## config.mk

```make
export PLATFORM = sky130hd
export DESIGN_NAME = if_pc_ctrl
export DESIGN_NICKNAME = d
export VERILOG_FILES = /design/src/rtl/if_pc_ctrl.sv
export SDC_FILE = /design/constraint.sdc
export NUM_CORES = 1
export LEC_CHECK = 0
export BUFFER_PORTS_ARGS = -buffer_cell sky130_fd_sc_hd__buf_2
export CAP_MARGIN = 20
export CORE_ASPECT_RATIO = 1.25
export CORE_MARGIN = 4
export CORE_UTILIZATION = 48
export DETAILED_ROUTE_END_ITERATION = 8
export GPL_TIMING_DRIVEN = 0
export PLACE_DENSITY_LB_ADDON = 0.1
export SYNTH_ARGS = -nofsm -noshare
export SYNTH_HDL_FRONTEND = slang
export SYNTH_SLANG_ARGS = --single-unit
```

## constraint.sdc

```tcl
create_clock -name i_clk -period 4.6 [get_ports i_clk]
set_input_delay 0.23 -clock i_clk [delete_from_list [all_inputs] [get_ports i_clk]]
set_output_delay 0.23 -clock i_clk [all_outputs]
set_load 0.05 [all_outputs]
```

## src/rtl/if_pc_ctrl.sv

```systemverilog
// if_pc_ctrl -- program-counter controller for the IF stage.
//
// Holds the PC register and drives the select of the external 2:1 next-PC
// mux (sequential PC+PC_STEP vs. branch/jump target). Fetch is sequenced
// under debug-unit control (continuous run or single-step). The controller
// also honours hazard stalls, applies branch/jump redirects with an IF/ID
// flush, and stops in HALT when a HALT opcode is fetched.
//
// Ports:
//   i_clk, i_reset_n    clock (rising edge), asynchronous active-low reset
//   i_start, i_mode     debug start/restart pulse; mode 0=run, 1=single-step
//   i_step              single-step pulse (one fetch per asserted cycle)
//   i_stall             load-use stall from the hazard unit
//   i_branch_taken/_target, i_jump/_target   redirect requests and targets
//   i_halt_decoded      HALT opcode present in the fetched instruction
//   o_pc, o_pc_seq      current PC and PC+PC_STEP (mux input A)
//   o_redirect_target   branch target (priority) or jump target (mux input B)
//   o_mux_sel           0=sequential, 1=redirect
//   o_pc_enable         PC / IF-ID write enable
//   o_flush             IF/ID flush
//   o_state, o_halted   FSM state, HALT indicator
//   o_cycle_cnt         saturating count of active cycles
module if_pc_ctrl #(
    parameter int unsigned                   SIZE_REG_MEM = 32,
    parameter int unsigned                   PC_STEP      = 4,
    parameter logic [SIZE_REG_MEM-1:0]       RESET_PC     = '0,
    parameter int unsigned                   CNT_WIDTH    = 32
) (
    input  logic                    i_clk,
    input  logic                    i_reset_n,
    input  logic                    i_start,
    input  logic                    i_mode,
    input  logic                    i_step,
    input  logic                    i_stall,
    input  logic                    i_branch_taken,
    input  logic [SIZE_REG_MEM-1:0] i_branch_target,
    input  logic                    i_jump,
    input  logic [SIZE_REG_MEM-1:0] i_jump_target,
    input  logic                    i_halt_decoded,
    output logic [SIZE_REG_MEM-1:0] o_pc,
    output logic [SIZE_REG_MEM-1:0] o_pc_seq,
    output logic [SIZE_REG_MEM-1:0] o_redirect_target,
    output logic                    o_mux_sel,
    output logic                    o_pc_enable,
    output logic                    o_flush,
    output logic [1:0]              o_state,
    output logic                    o_halted,
    output logic [CNT_WIDTH-1:0]    o_cycle_cnt
);

    typedef enum logic [1:0] {
        IDLE = 2'b00,
        RUN  = 2'b01,
        STEP = 2'b10,
        HALT = 2'b11
    } state_t;

    state_t                  state, state_next;
    logic [SIZE_REG_MEM-1:0] pc_q, pc_next;
    logic [CNT_WIDTH-1:0]    cnt_q, cnt_next;

    logic active;
    logic redirect;
    logic advance;
    logic halt_cond;

    // Datapath toward the next-PC mux
    assign o_pc_seq          = pc_q + SIZE_REG_MEM'(PC_STEP);
    assign o_redirect_target = i_branch_taken ? i_branch_target : i_jump_target;
    assign o_mux_sel         = i_branch_taken | i_jump;

    // A redirect comes from an older instruction than the stalled one, so
    // it overrides the stall.
    assign active    = (state == RUN) | ((state == STEP) & i_step);
    assign redirect  = active & (i_branch_taken | i_jump);
    assign advance   = active & (redirect | ~i_stall);
    // A redirect flushes the fetched HALT, so HALT only counts without one.
    assign halt_cond = advance & i_halt_decoded & ~redirect;

    assign o_pc_enable = advance;
    assign o_flush     = redirect;
    assign o_pc        = pc_q;
    assign o_state     = state;
    assign o_halted    = (state == HALT);
    assign o_cycle_cnt = cnt_q;

    always_ff @(posedge i_clk or negedge i_reset_n) begin
        if (!i_reset_n) begin
            state <= IDLE;
            pc_q  <= RESET_PC;
            cnt_q <= '0;
        end else begin
            state <= state_next;
            pc_q  <= pc_next;
            cnt_q <= cnt_next;
        end
    end

    always_comb begin
        state_next = state;
        pc_next    = pc_q;
        cnt_next   = cnt_q;
        case (state)
            IDLE: begin
                if (i_start) begin
                    state_next = i_mode ? STEP : RUN;
                    cnt_next   = '0;
                end
            end
            RUN, STEP: begin
                // Stalled cycles still count; only advancing ones move the PC
                if (active && (cnt_q != '1))
                    cnt_next = cnt_q + 1'b1;
                if (halt_cond)
                    state_next = HALT;
                else if (advance)
                    pc_next = redirect ? o_redirect_target : o_pc_seq;
            end
            HALT: begin
                if (i_start) begin
                    state_next = IDLE;
                    pc_next    = RESET_PC;
                end
            end
            default: state_next = IDLE;
        endcase
    end

endmodule

```

## Word-level counts from Yosys, hierarchy flattened

Cells that the tools add are included.
W data, S select, Z words.

| word-level totals | value |
|---|---|
| bits in registers | 66 |
| input bits | 73 |
| output and inout port bits | 134 |
| logic and storage cells | 46 |

| operators by class | value |
|---|---|
| add/sub/neg operators | 2 |
| equality and inequality tests | 10 |
| mux-type cells | 13 |
| bitwise gates (word level) | 10 |
| reductions and logical operators | 8 |

Operators with widths:

| kind | count |
|---|---|
| $mux W32 | 6 |
| $pmux W32 S2 | 2 |
| $add A32 B1 Y32 const B | 1 |
| $add A32 B3 Y32 const B | 1 |
| $ne A32 B32 Y1 const B | 1 |
| $ne A2 B2 Y1 const B | 6 |
| $mux W2 | 4 |
| $pmux W2 S3 | 1 |
| $reduce_and A3 Y1 | 2 |
| $and A1 B1 Y1 | 5 |
| $eq A2 B2 Y1 const B | 2 |
| $reduce_and A4 Y1 | 1 |
| $reduce_bool A2 Y1 | 2 |
| $or A1 B1 Y1 | 3 |
| $eq A2 B1 Y1 const B | 1 |
| $logic_not A2 Y1 | 1 |
| $not A1 Y1 | 2 |
| $reduce_or A2 Y1 | 1 |
| $logic_and A1 B1 Y1 | 1 |

## Logic depth before layout (Yosys ltp)

Gate-level depths: netlist of the first run.

| depth | value |
|---|---|
| word-level depth | 10 |
| depth in mapped cells | 10 |
| gate-level depth less buffers | 8 |

## Worst setup path after synthesis of the first run

Ideal clock, no wire load.

| timing path | value |
|---|---|
| kind | register to register |
| start | register pc_q[2], in the netlist o_pc[2] |
| end | register pc_q[16], in the netlist o_pc[16] |
| library setup time | 104 ps |
| data arrival time | 2755 ps |
| data required time | 4496 ps |
| slack | 1742 ps |
| stages on the path, launching flop included | 7 |
| clock period less this slack | 2858 ps |
| cell sequence | dfrtp_1 > ha_1 > nand3_1 > nor4_1 > xor2_1 > nor2_1 > o41ai_2 |

| between the ends | value |
|---|---|
| word-level cells in the longest chain between the ends | 5 |

RTL lines:

| element | line | RTL |
|---|---|---|
| from (decl) | 59 | `logic [SIZE_REG_MEM-1:0] pc_q, pc_next;` |
| from (signal assigned) | 94 | `pc_q <= pc_next;` |
| $add A32 B3 Y32 | 68 | `assign o_pc_seq = pc_q + SIZE_REG_MEM'(PC_STEP);` |
| via o_pc_seq[16] | 41 | `output logic [SIZE_REG_MEM-1:0] o_pc_seq,` |
| $mux W32 | 117 | `pc_next = redirect ? o_redirect_target : o_pc_seq;` |
| $mux W32 | 116 | `else if (advance)` |
| $mux W32 | 114 | `if (halt_cond)` |
| $pmux W32 S2 | 103 | `case (state)` |

The timed path passes the listed nets, and every way through them passes these cells. The select of a mux whose other input is x is not followed.
A chain may end at the register's enable or synchronous reset.

## Worst setup path after layout of the first run

| timing path | value |
|---|---|
| start | register pc_q[2], in the netlist o_pc[2] |
| end | output port o_pc_seq[28] |

| between the ends | value |
|---|---|
| word-level cells in the longest chain between the ends | 1 |

RTL lines:

| element | line |
|---|---|
| $add A32 B3 Y32 | 68 |
| to (decl) | 41 |

No other way between the ends.

==> reports/metrics.csv, run 1 <==
stage,metric,value,unit
status,status,"complete, but fails checks",
status,violated checks,negative hold slack,
hold_path,Hold Path Class,in -> async,
timing,"Hold Vio Cnt, Final",3,
pwr,clock share of power,13.6,%
yosys,Post-synth ARST share,100,%
floorplan,Die W,99.9,µm
route,wire per inst,19.1,µm
floorplan,Ports,207,
route,final WL,17.6,mm
route,Detailed Route Iter0 Violations,321,
clock_network,htree depth,3,
global_routing,vias in the first global route,5349,
timing,RSZ-0062 raised after global routing,false,
timing,max-slew violations,0,
final_layout,fillers,935,
yosys,leading register cell type out of synthesis,dfrtp_1,
global_routing,pin count of the biggest net entering global routing,67,
final_layout,"commonest non-fill, non-tap cell in the layout",buf_2,
setup_path,Crit Path Class,reg -> out,
clock_network,root buf cell,clkbuf_16,
floorplan,Die H,123,µm
timing,Clock Skew,7.56,ps
route,vias per inst,5.98,
pwr,Comb power frac,67.1,%
route,# DRC,0,
timing,Worst Tran Pin Value,900,ps
clock_network,post-CTS setup buffer count,0,
pwr,sw frac,58.3,%
clock_network,worst skew pair latency,340,ps
timing,final setup TNS,0,ps
placement,PortBufs,205,
clock_network,cts hold-fix bufs,0,
yosys,Synth Warn #,0,
clock_network,Clock transition at path regs,60,ps
global_routing,grt total ovfl,0,
setup_path,crit path launch type,register,
setup_path,Worst Path Required,4370,ps
pwr,sequential power share,19.3,%
pwr,Int Power,2.18,mW
yosys,count of different cell masters after synthesis,68,
global_routing,GRT Util Overall,28.3,%
final_layout,Antenna Cells,0,
global_routing,initial antenna violation count,0,
yosys,Netlist Area Pre-Place,0.00507,mm²
yosys,Post-synth EDFFs,0,
setup_path,Crit Path Max Fanout,10,
yosys,sequential fraction of the synthesis area,32.6,%
floorplan,row count,41,
setup_path,Max stage delay on crit path,490,ps
final_layout,Total Nets Final,870,
clock_network,Sinks on Clock Net,66,
setup_path,worst r2r src,o_state[0],
floorplan,initial core utilization,49.6,%
timing,Period minus WS final,2780,ps
pwr,leakage,3.22,nW
setup_path,crit-path cells,"ha_1, nand3_1, nor2_2, nand4_1, xnor2_1, buf_2",
pwr,Peak VDD IR,410,µV
setup_path,crit path max-delay cell type,dfrtp_1,
pwr,PwrDens,797,mW/mm²
global_routing,global-route wire length before repair,27.2,mm
setup_path,number of cells on the worst reg-to-reg path,8,
route,DR pass1 iterations,7,
clock_network,CTS tree,built,
yosys,Gate Count Post-Synth,574,
final_layout,most frequent cells in the layout,"buf_2, dfrtp_1, nand2_1",
floorplan,DIE AREA,0.0123,mm²
timing,hold slack,-7.59,ps
yosys,Synthesized Nets,654,
job,max cap viols,0,
route,ANT nets after route,0,
setup_path,Worst Setup End Kind,primary output,
pwr,Final Power,5.23,mW
pwr,switching pwr,3.04,mW
final_layout,fin util,64.2,%
setup_path,R2R setup slack,2040,ps
timing,final cycle utilization of the critical path,60.3,%
yosys,Yosys reg bits,66,
clock_network,cts bufs inserted,9,
floorplan,core area,0.0102,mm²
timing,final setup violation count,0,
clock_network,post-cts sizing count,0,
clock_network,clk buf depth,2,
timing,fmax,0.360,GHz
placement,dpl hpwl,13.2,mm
final_layout,Layout Area Growth over Synthesis,29.4,%
placement,GPL Wtd Cong,0.924,
final_layout,share of cells above drive strength 1,38.7,%
yosys,"Avg Cell Area, Syn",8.83,µm²
route,total vias in the final route,5525,
setup_path,FF-to-FF End,o_pc[9],
timing,max_slew headroom,40.0,%
setup_path,crit path DAT,2550,ps
## power groups by stage
stage / logic, mW / clock network (mW) / registers (mW)
after detailed placement: 3.50 / 0 / 1.01
after global routing: 3.76 / 0.747 / 1.04
after CTS: 3.51 / 0.716 / 1.00
after global placement: 3.45 / 0 / 0.997
after floorplan: 2.07 / 0 / 1.51
final: 3.51 / 0.711 / 1.01
## cell families after synthesis
| kind of cell | Yosys count | share of synthesized area, % |
|---|---|---|
| flops | 66 | 32.6 |
| simple gates | 225 | 24.4 |
| buf+inv | 59 | 5.68 |
| compound gates | 137 | 19.4 |
| xor+xnor | 28 | 4.84 |
| fa+ha+maj | 7 | 1.73 |
| mux | 52 | 11.3 |
## layer usage
metal  up-vias  global-route usage [%]  routed length, µm
met5         -                       0                  0
met3        40                    5.91               1380
met2       266                    52.0               9280
met4         0                    12.0                583
met1      2629                    31.3               6380
li1       2590                       -                  -
## synthesized netlist by cell type, drive strengths merged (5+ instances only)
master  instances  area share [%]
dfrtp          66              33
o21ai          51             5.1
nand2          50             3.7
mux2           41             9.1
nor2           40             3.0
nand3          39             4.1
buf            27             3.3
nand4          24             3.3
and3           19             2.3
xnor2          19             3.3
inv            17             1.3
clkbuf         15             1.1
a22o           13             2.2
mux2i          11             2.2
o311ai         11             1.9
nor3           10             1.1
xor2            9             1.6
a22oi           8             1.2
nor4            8             1.7
and4            7             1.2
ha              7             1.7
nand2b          7            0.86
a21o            6            0.89
a31oi           6            0.74
a21oi           5            0.57
o31a            5            0.86
o41ai           5             1.0
## worst max-delay path: cells and delay by family, from the launching register on
| family | cells | cell delay, ps |
|---|---|---|
| xor+xnor | 1 | 300 |
| fa+ha+maj | 1 | 320 |
| buf+inv | 1 | 330 |
| flops | 1 | 490 |
| simple gates | 3 | 770 |
## sequential cells by signal, summed over array words and instances (netlist names)
| register | flops |
|---|---|
| o_cycle_cnt | 32 |
| o_pc | 32 |
| o_state | 2 |
## cell type report
type	instances	area, µm²	share of cell area [%]
plain buffers	42	224	3.42
well taps	129	161	2.46
flip-flops and latches	66	1650	25.2
multi-input cells	449	3130	47.7
inverters	17	63.8	0.973
repair buffers	205	1030	15.7
clock inverters	2	35.0	0.534
clock buffers	14	264	4.03
## worst max path at each step
stage | from | endpoint | slack [ps] | cells past startpoint
5_1_grt | o_pc[2] | o_pc_seq[30] | 1660 | 6
3_5_place_dp | o_state[0] | o_cycle_cnt[31] | 2140 | 9
3_3_place_gp | o_state[0] | o_cycle_cnt[31] | 2200 | 9
6_report | o_pc[2] | o_pc_seq[28] | 1820 | 6
4_1_cts | o_pc[2] | o_pc_seq[30] | 1860 | 6
2_1_floorplan | o_pc[2] | o_pc[16] | 1740 | 6
## metrics by stage
stage                     area (µm²)  hold WS, ps  worst slack (ps)  std cells
final                           6560        -7.59              1820        924
after global routing            6560         59.1              1660        924
after CTS                       6560         32.0              1860        924
after detailed placement        6260          396              2140        908
after global placement          6250          536              2200        908
after floorplan                 5070        -65.6              1740        574
Note: power is estimated with default switching activity, not from simulation.
==> inputs of run 2 (changes only) <==
CORE_UTILIZATION = 45   (was 48)
clock period = 2.2 ns   (was 4.6 ns; I/O delays follow)
==> run 2 against run 1 <==
The run now ends clean. Register-to-register slack got worse by 2000 ps. Clock power increased by 97%. Non-clock buffer count increased by 39. Largest cell class unchanged.
==> reports/metrics.csv, run 2 (same netlist as run 1, synthesis figures left out) <==
stage,metric,value,unit,change
status,status,"finished, final reports clean",,
clock_network,clk buf depth,2,,unchanged
floorplan,initial core utilization,45.7,%,-3.9 points
setup_path,Max stage delay on crit path,440,ps,-50 ps
timing,Worst Tran Pin Value,910,ps,+9.79 ps
floorplan,Die H,127,µm,+3.1%
setup_path,Worst path most repeated cell,nand4_1,,
job,max cap viols,0,,unchanged
setup_path,worst r2r src,o_state[0],,
global_routing,pin count of the biggest net entering global routing,67,,unchanged
pwr,Int Power,5.29,mW,+140%
global_routing,initial antenna violation count,0,,unchanged
setup_path,Worst Path Required,2090,ps,-2280 ps
setup_path,crit path DAT,2070,ps,-480 ps
setup_path,crit path launch type,register,,
pwr,clock share of power,11.6,%,-2.0 points
clock_network,worst skew pair latency,330,ps,about the same
placement,placed insts,914,,+0.66%
pwr,Peak VDD IR,712,µV,+74%
floorplan,core area,0.0111,mm²,+8.6%
final_layout,"commonest non-fill, non-tap cell in the layout",buf_2,,
setup_path,Worst Setup End Kind,primary output,,
final_layout,Layout Area Growth over Synthesis,46.6,%,
floorplan,Ports,207,,unchanged
setup_path,number of cells on the worst reg-to-reg path,9,,+1
timing,RSZ-0062 raised after global routing,true,,
pwr,leakage,3.65,nW,+13%
clock_network,htree depth,3,,unchanged
timing,max-slew violations,0,,unchanged
timing,"Hold Vio Cnt, Final",0,,-3
setup_path,"delay-heaviest family, CP",simple AND/OR/NAND/NOR gates,,
placement,PortBufs,205,,unchanged
clock_network,Clock transition at path regs,60,ps,about the same
setup_path,R2R setup slack,60,ps,-1980 ps
placement,GPL Wtd Cong,0.898,,-2.9%
floorplan,DIE AREA,0.0130,mm²,+6.2%
route,Detailed Route Iter0 Violations,350,,+9.0%
route,wire per inst,19.2,µm,+0.80%
timing,fmax,0.459,GHz,
floorplan,row count,43,,+4.9%
route,# DRC,0,,unchanged
hold_path,worst hold start,i_mode,,
clock_network,cts bufs inserted,9,,unchanged
global_routing,grt total ovfl,0,,unchanged
final_layout,most frequent cells in the layout,"buf_2, buf_4, nand2_1, o21ai_0",,
clock_network,root buf cell,clkbuf_16,,
setup_path,CP bufs+invs,2,,+1
clock_network,Sinks on Clock Net,66,,unchanged
timing,Clock Skew,4.80,ps,-2.75 ps
final_layout,share of cells above drive strength 1,51.7,%,+13 points
setup_path,Crit Path Max Fanout,7,,-3
setup_path,CP Launch Point,o_pc[23],,
global_routing,GRT Util Overall,27.3,%,-1.0 points
hold_path,Hold Path Class,in -> reg,,
final_layout,Post-Layout Cell Count,969,,+4.9%
hold_path,hold depth,4,,
pwr,PwrDens,1620,mW/mm²,+100%
pwr,switching pwr,6.75,mW,+120%
placement,dpl hpwl,13.4,mm,+1.5%
timing,max_slew headroom,39.4,%,-0.65 points
setup_path,crit path max-delay cell type,dfrtp_2,,
clock_network,CTS tree,built,,
setup_path,crit-path cells,"nand4_1, nor3_4, buf_4, nand4_1, xnor2_4, buf_6",,
global_routing,vias in the first global route,5523,,+3.3%
final_layout,finished layout cell area,0.00743,mm²,+13%
pwr,sequential power share,18.4,%,-0.9 points
final_layout,Antenna Cells,0,,unchanged
timing,final cycle utilization of the critical path,99.0,%,
route,DR pass1 iterations,4,,-3
final_layout,Total Nets Final,909,,+4.5%
route,vias per inst,5.95,,-0.42%
route,ANT nets after route,0,,unchanged
pwr,sw frac,56.0,%,-2.2 points
setup_path,Crit Path Class,reg -> out,,
timing,final setup violation count,0,,unchanged
pwr,Comb power frac,70.0,%,+2.9 points
timing,Period minus WS final,2180,ps,
floorplan,Die W,103,µm,+3.0%
setup_path,Worst path depth,6,,unchanged
final_layout,fillers,924,,-1.2%
route,final WL,18.6,mm,+5.7%
placement,placed inst area,0.00657,mm²,+5.0%
route,total vias in the final route,5770,,+4.4%
timing,final setup TNS,0,ps,unchanged
global_routing,global-route wire length before repair,28.1,mm,+3.1%
==> run 2: power groups by stage <==
stage | sequential, mW | clock (mW) | combinational (mW)
4_1_cts | 2.19 | 1.42 | 7.96
6_report | 2.21 | 1.40 | 8.43
2_1_floorplan | 3.27 | 0 | 4.53
5_1_grt | 2.27 | 1.47 | 8.96
3_5_place_dp | 2.24 | 0 | 7.54
3_3_place_gp | 2.21 | 0 | 7.42
==> run 2: worst register-to-register path, delay by kind of cell, from the launching register on <==
| family | cells | cell delay [ps] |
|---|---|---|
| AO/OA/AOI/OAI | 2 | 600 |
| buffers and inverters | 4 | 460 |
| adder cells (fa/ha/maj) | 1 | 200 |
| AND/OR/NAND/NOR | 2 | 340 |
| flip-flops | 1 | 420 |
==> run 2: stage by stage <==
step	power, mW	hold slack (ps)	util, %	setup slack, ps
final	12.0	139	67.0	22.5
after global placement	9.63	461	59.2	-239
after detailed placement	9.77	289	59.2	-275
after global routing	12.7	145	67.0	-64.6
after floorplan	7.81	-186	-	-164
after CTS	11.6	128	64.6	-54.6
==> run 2: layout make-up <==
cell class              count  area (µm²)  share of cell area [%]
clock inverters             2        10.0                   0.135
inverters                  17        66.3                   0.893
plain buffers              35         241                    3.25
multi-input cells         449        3540                    47.7
clock buffers              14         274                    3.69
well taps                 135         169                    2.27
repair buffers            251        1440                    19.4
flip-flops and latches     66        1680                    22.7
==> run 2: repair_timing <==
action / 4_1_cts / 5_1_grt
setup endpoints to repair: 69 / 58
cloned: 1 / 0
pin swaps: 10 / 13
hold buffers: 1 / 0
gates resized for setup: 40 / 37
endpoints found under the hold margin: 66 / 0
setup buffers: 24 / 20
==> run 2: path summary, 6_finish.rpt <==
kind,end
min in group asynchronous,o_pc[31]
worst min register to register,o_cycle_cnt[23]
worst min-delay path,o_state[1]
worst max register to register,o_pc[25]
max in group asynchronous,o_pc[5]
worst max-delay path,o_pc_seq[26]
==> run 2: per-layer routing <==
| metal | vias up | global-route usage (%) | wire, µm |
|---|---|---|---|
| met1 | 2771 | 31.2 | 6560 |
| met3 | 42 | 5.12 | 1530 |
| met2 | 293 | 48.5 | 9980 |
| li1 | 2664 | - | - |
| met5 | - | 0 | 0 |
| met4 | 0 | 11.7 | 559 |
==> inputs of run 3 (changes only) <==
--- a/config.mk
+++ b/config.mk
@@ -6,9 +6,10 @@
 export NUM_CORES = 1
 export LEC_CHECK = 0
+export ABC_AREA = 1
 export BUFFER_PORTS_ARGS = -buffer_cell sky130_fd_sc_hd__buf_2
 export CAP_MARGIN = 20
 export CORE_ASPECT_RATIO = 1.25
 export CORE_MARGIN = 4
-export CORE_UTILIZATION = 45
+export CORE_UTILIZATION = 46
 export DETAILED_ROUTE_END_ITERATION = 8
 export GPL_TIMING_DRIVEN = 0
==> constraint.sdc (replaced) <==
create_clock -name i_clk -period 2.2 [get_ports i_clk]
set_input_delay 0.11 -clock i_clk [delete_from_list [all_inputs] [get_ports i_clk]]
set_output_delay 0.11 -clock i_clk [all_outputs]
set_load 0.1 [all_outputs]
==> run 3 against run 2 <==
Via count rose by 15%. Synthesized cell count up 69%. Global-route usage shrank 0.45 points. Critical path depth grew 1. Critical path type unchanged.
==> reports/metrics.csv, run 3 <==
stage,metric,value,unit,change
yosys,leading area contributor after synthesis,nand2_1,,
final_layout,Total Nets Final,1274,,+40%
setup_path,R2R setup slack,210,ps,+150 ps
yosys,area share of the largest cell type after synthesis,32.0,%,-0.61 points
status,status,"finished, final reports clean",,
hold_path,Hold Path Class,in -> reg,,
global_routing,GRT Util Overall,26.8,%,-0.45 points
clock_network,CTS tree,built,,
floorplan,core area,0.0117,mm²,+5.3%
final_layout,"commonest non-fill, non-tap cell in the layout",nand2_1,,
route,# DRC,0,,unchanged
yosys,Synth Area in Adders,1.59,%,-0.14 points
global_routing,grt total ovfl,0,,unchanged
final_layout,share of cells above drive strength 1,27.9,%,-24 points
setup_path,crit path DAT,2060,ps,about the same
job,max cap viols,0,,unchanged
timing,Period minus WS final,2170,ps,-3.10 ps
route,vias per inst,4.87,,-18%
yosys,sequential fraction of the synthesis area,29.9,%,-2.7 points
global_routing,pin count of the biggest net entering global routing,67,,unchanged
setup_path,Worst Path Required,2090,ps,about the same
timing,Final Worst Setup Slack,25.6,ps,+3.10 ps
clock_network,worst skew pair latency,340,ps,about the same
pwr,leakage,4.15,nW,+14%
setup_path,crit path launch type,register,,
yosys,Synth Warn #,0,,unchanged
global_routing,vias in the first global route,5969,,+8.1%
yosys,mux cell area share after synthesis,0.363,%,-11 points
timing,"Hold Vio Cnt, Final",0,,unchanged
yosys,Synthesized Nets,1049,,+60%
clock_network,Sinks on Clock Net,66,,unchanged
timing,final cycle utilization of the critical path,98.8,%,-0.14 points
floorplan,DIE AREA,0.0138,mm²,+6.0%
yosys,Post-Synth Simple-Gate Area,51.2,%,+27 points
timing,max-slew violations,0,,unchanged
yosys,compound-gate portion of the synthesized area,4.17,%,-15 points
pwr,PwrDens,1660,mW/mm²,+2.5%
route,final WL,18.9,mm,+1.4%
setup_path,Crit Path Class,reg -> out,,
floorplan,row count,44,,+2.3%
floorplan,Die W,106,µm,+2.9%
yosys,count of different cell masters after synthesis,32,,-53%
route,ANT nets after route,0,,unchanged
final_layout,Layout Area Growth over Synthesis,36.9,%,
yosys,leading register cell type out of synthesis,dfrtp_1,,
timing,fmax,0.460,GHz,+0.14%
floorplan,Ports,207,,unchanged
clock_network,root buf cell,clkbuf_16,,
clock_network,htree depth,3,,unchanged
final_layout,Antenna Cells,0,,unchanged
yosys,Post-synth ARST share,100,%,unchanged
yosys,top post-synthesis cells by count,"nand2_1, nor2_1, inv_1",,
placement,GPL Wtd Cong,0.887,,-1.2%
timing,final setup violation count,0,,unchanged
route,Detailed Route Iter0 Violations,281,,-20%
timing,max_slew headroom,41.4,%,+2.1 points
final_layout,fin util,64.7,%,-2.3 points
placement,PortBufs,205,,unchanged
clock_network,clk buf depth,2,,unchanged
placement,pre-CTS setup slack,-91.7,ps,+183 ps
pwr,Peak VDD IR,1190,µV,+67%
clock_network,Clock transition at path regs,50,ps,about the same
yosys,most numerous cell in the Yosys netlist,nand2_1,,
floorplan,Die H,130,µm,+3.0%
route,total vias in the final route,6619,,+15%
setup_path,Crit Path Max Fanout,5,,-2
global_routing,global-route wire length before repair,29.2,mm,+4.0%
yosys,Post-Synth XOR/XNOR Area,3.02,%,-1.8 points
yosys,largest family of logic cells by synthesized area,simple AND/OR/NAND/NOR gates,,
yosys,Yosys reg bits,66,,unchanged
yosys,"Avg Cell Area, Syn",5.69,µm²,-36%
yosys,Post-synth EDFFs,0,,unchanged
final_layout,most frequent cells in the layout,"nand2_1, buf_2, nor2_1",,
placement,dpl hpwl,15.0,mm,+12%
clock_network,cts bufs inserted,9,,unchanged
floorplan,initial core utilization,47.3,%,+1.5 points
timing,Clock Skew,6.34,ps,+1.53 ps
setup_path,Worst Setup End Kind,primary output,,
yosys,Synth area leaders,"nand2_1, dfrtp_1, nor2_1, inv_1, nand3_1",,
yosys,Gate Count Post-Synth,969,,+69%
route,DR pass1 iterations,5,,+1
route,wire per inst,13.9,µm,-28%
timing,Worst Tran Pin Value,878,ps,-31.3 ps
global_routing,initial antenna violation count,0,,unchanged
yosys,Netlist Area Pre-Place,0.00552,mm²,+8.9%
-- run 3: cell types whose count changed after synthesis, sizes merged, moves of 10 or more --
cell,previous run,this run
and3,19,0
nand3,39,64
xnor2,19,7
o311ai,11,0
nor3,10,0
mux2,41,0
nand2,50,476
inv,17,101
o21ai,51,30
nand4,24,3
a22o,13,0
nor2,40,147
-- run 3: timing repair --
action,4_1_cts,5_1_grt
setup endpoints to repair,30,73
hold buffers,1,0
endpoints found under the hold margin,66,0
pin swaps,1,4
gates cloned,0,1
gates resized for setup,32,49
buffers inserted,1,7
-- run 3: worst paths after layout --
check,from,end,cells after the start
setup / recovery,o_pc[2],o_pc_seq[10],7
hold / removal,i_mode,o_state[0],4
setup reg to reg,o_state[0],o_pc[7],9
hold reg to reg,o_pc[5],o_pc[5],2
max in group asynchronous,i_reset_n,o_state[1],2
min in group asynchronous,i_reset_n,o_pc[26],2
-- run 3: cell families after synthesis --
group                      after synthesis
DFF                                     66
xor gates and xnor gates                19
buffers and inverters                  131
and+or+nand+nor                        701
adders and majority gates                7
AOI/OAI and AO/OA                       43
muxes                                    2
-- run 3: cell type report --
| type | count | area [µm²] |
|---|---|---|
| repair inverters | 1 | 5.00 |
| repair buffers | 214 | 1250 |
| fillers | 1190 | 4120 |
| flip-flops and latches | 66 | 1690 |
| clock inverters | 2 | 10.0 |
| multi-input cells | 772 | 3540 |
| clock buffers | 14 | 274 |
| inverters | 102 | 420 |
| plain buffers | 28 | 163 |
| well taps | 161 | 201 |
-- run 3: power breakdown --
part           switching [mW]  internal (mW)  total, mW
Combinational            7.23           1.93       9.16
Sequential              0.459           1.54       2.00
Clock                   0.542          0.853       1.39
-- run 3: stage by stage --
stage                     area [µm²]  instances  TNS, ps  total power [mW]  hold WS, ps
after floorplan                 5720        969    -6740              9.04         -186
after global placement          6950       1335     -657              10.7          454
after detailed placement        6950       1335     -760              10.7          281
after CTS                       7340       1352    -55.5              12.3          107
after global routing            7550       1360    -28.4              13.2          105
final                           7550       1360        0              12.6          106
-- run 3: worst max-delay path, cell delays in order (launching register included) --
cell and delay, ps:
dfrtp_4 460, ha_2 210, nand2_2 80, nor2_4 210, nand2_4 100, buf_4 170, xnor2_4 180, buf_4 320
-- run 3: layer usage --
metal | global-route usage [%] | part of all wire (%) | routed length (µm)
met2 | 50.5 | 53 | 9960
met3 | 3.34 | 5.1 | 958
met1 | 29.1 | 38 | 7090
met4 | 15.4 | 4.6 | 867
met5 | 0 | 0 | 0
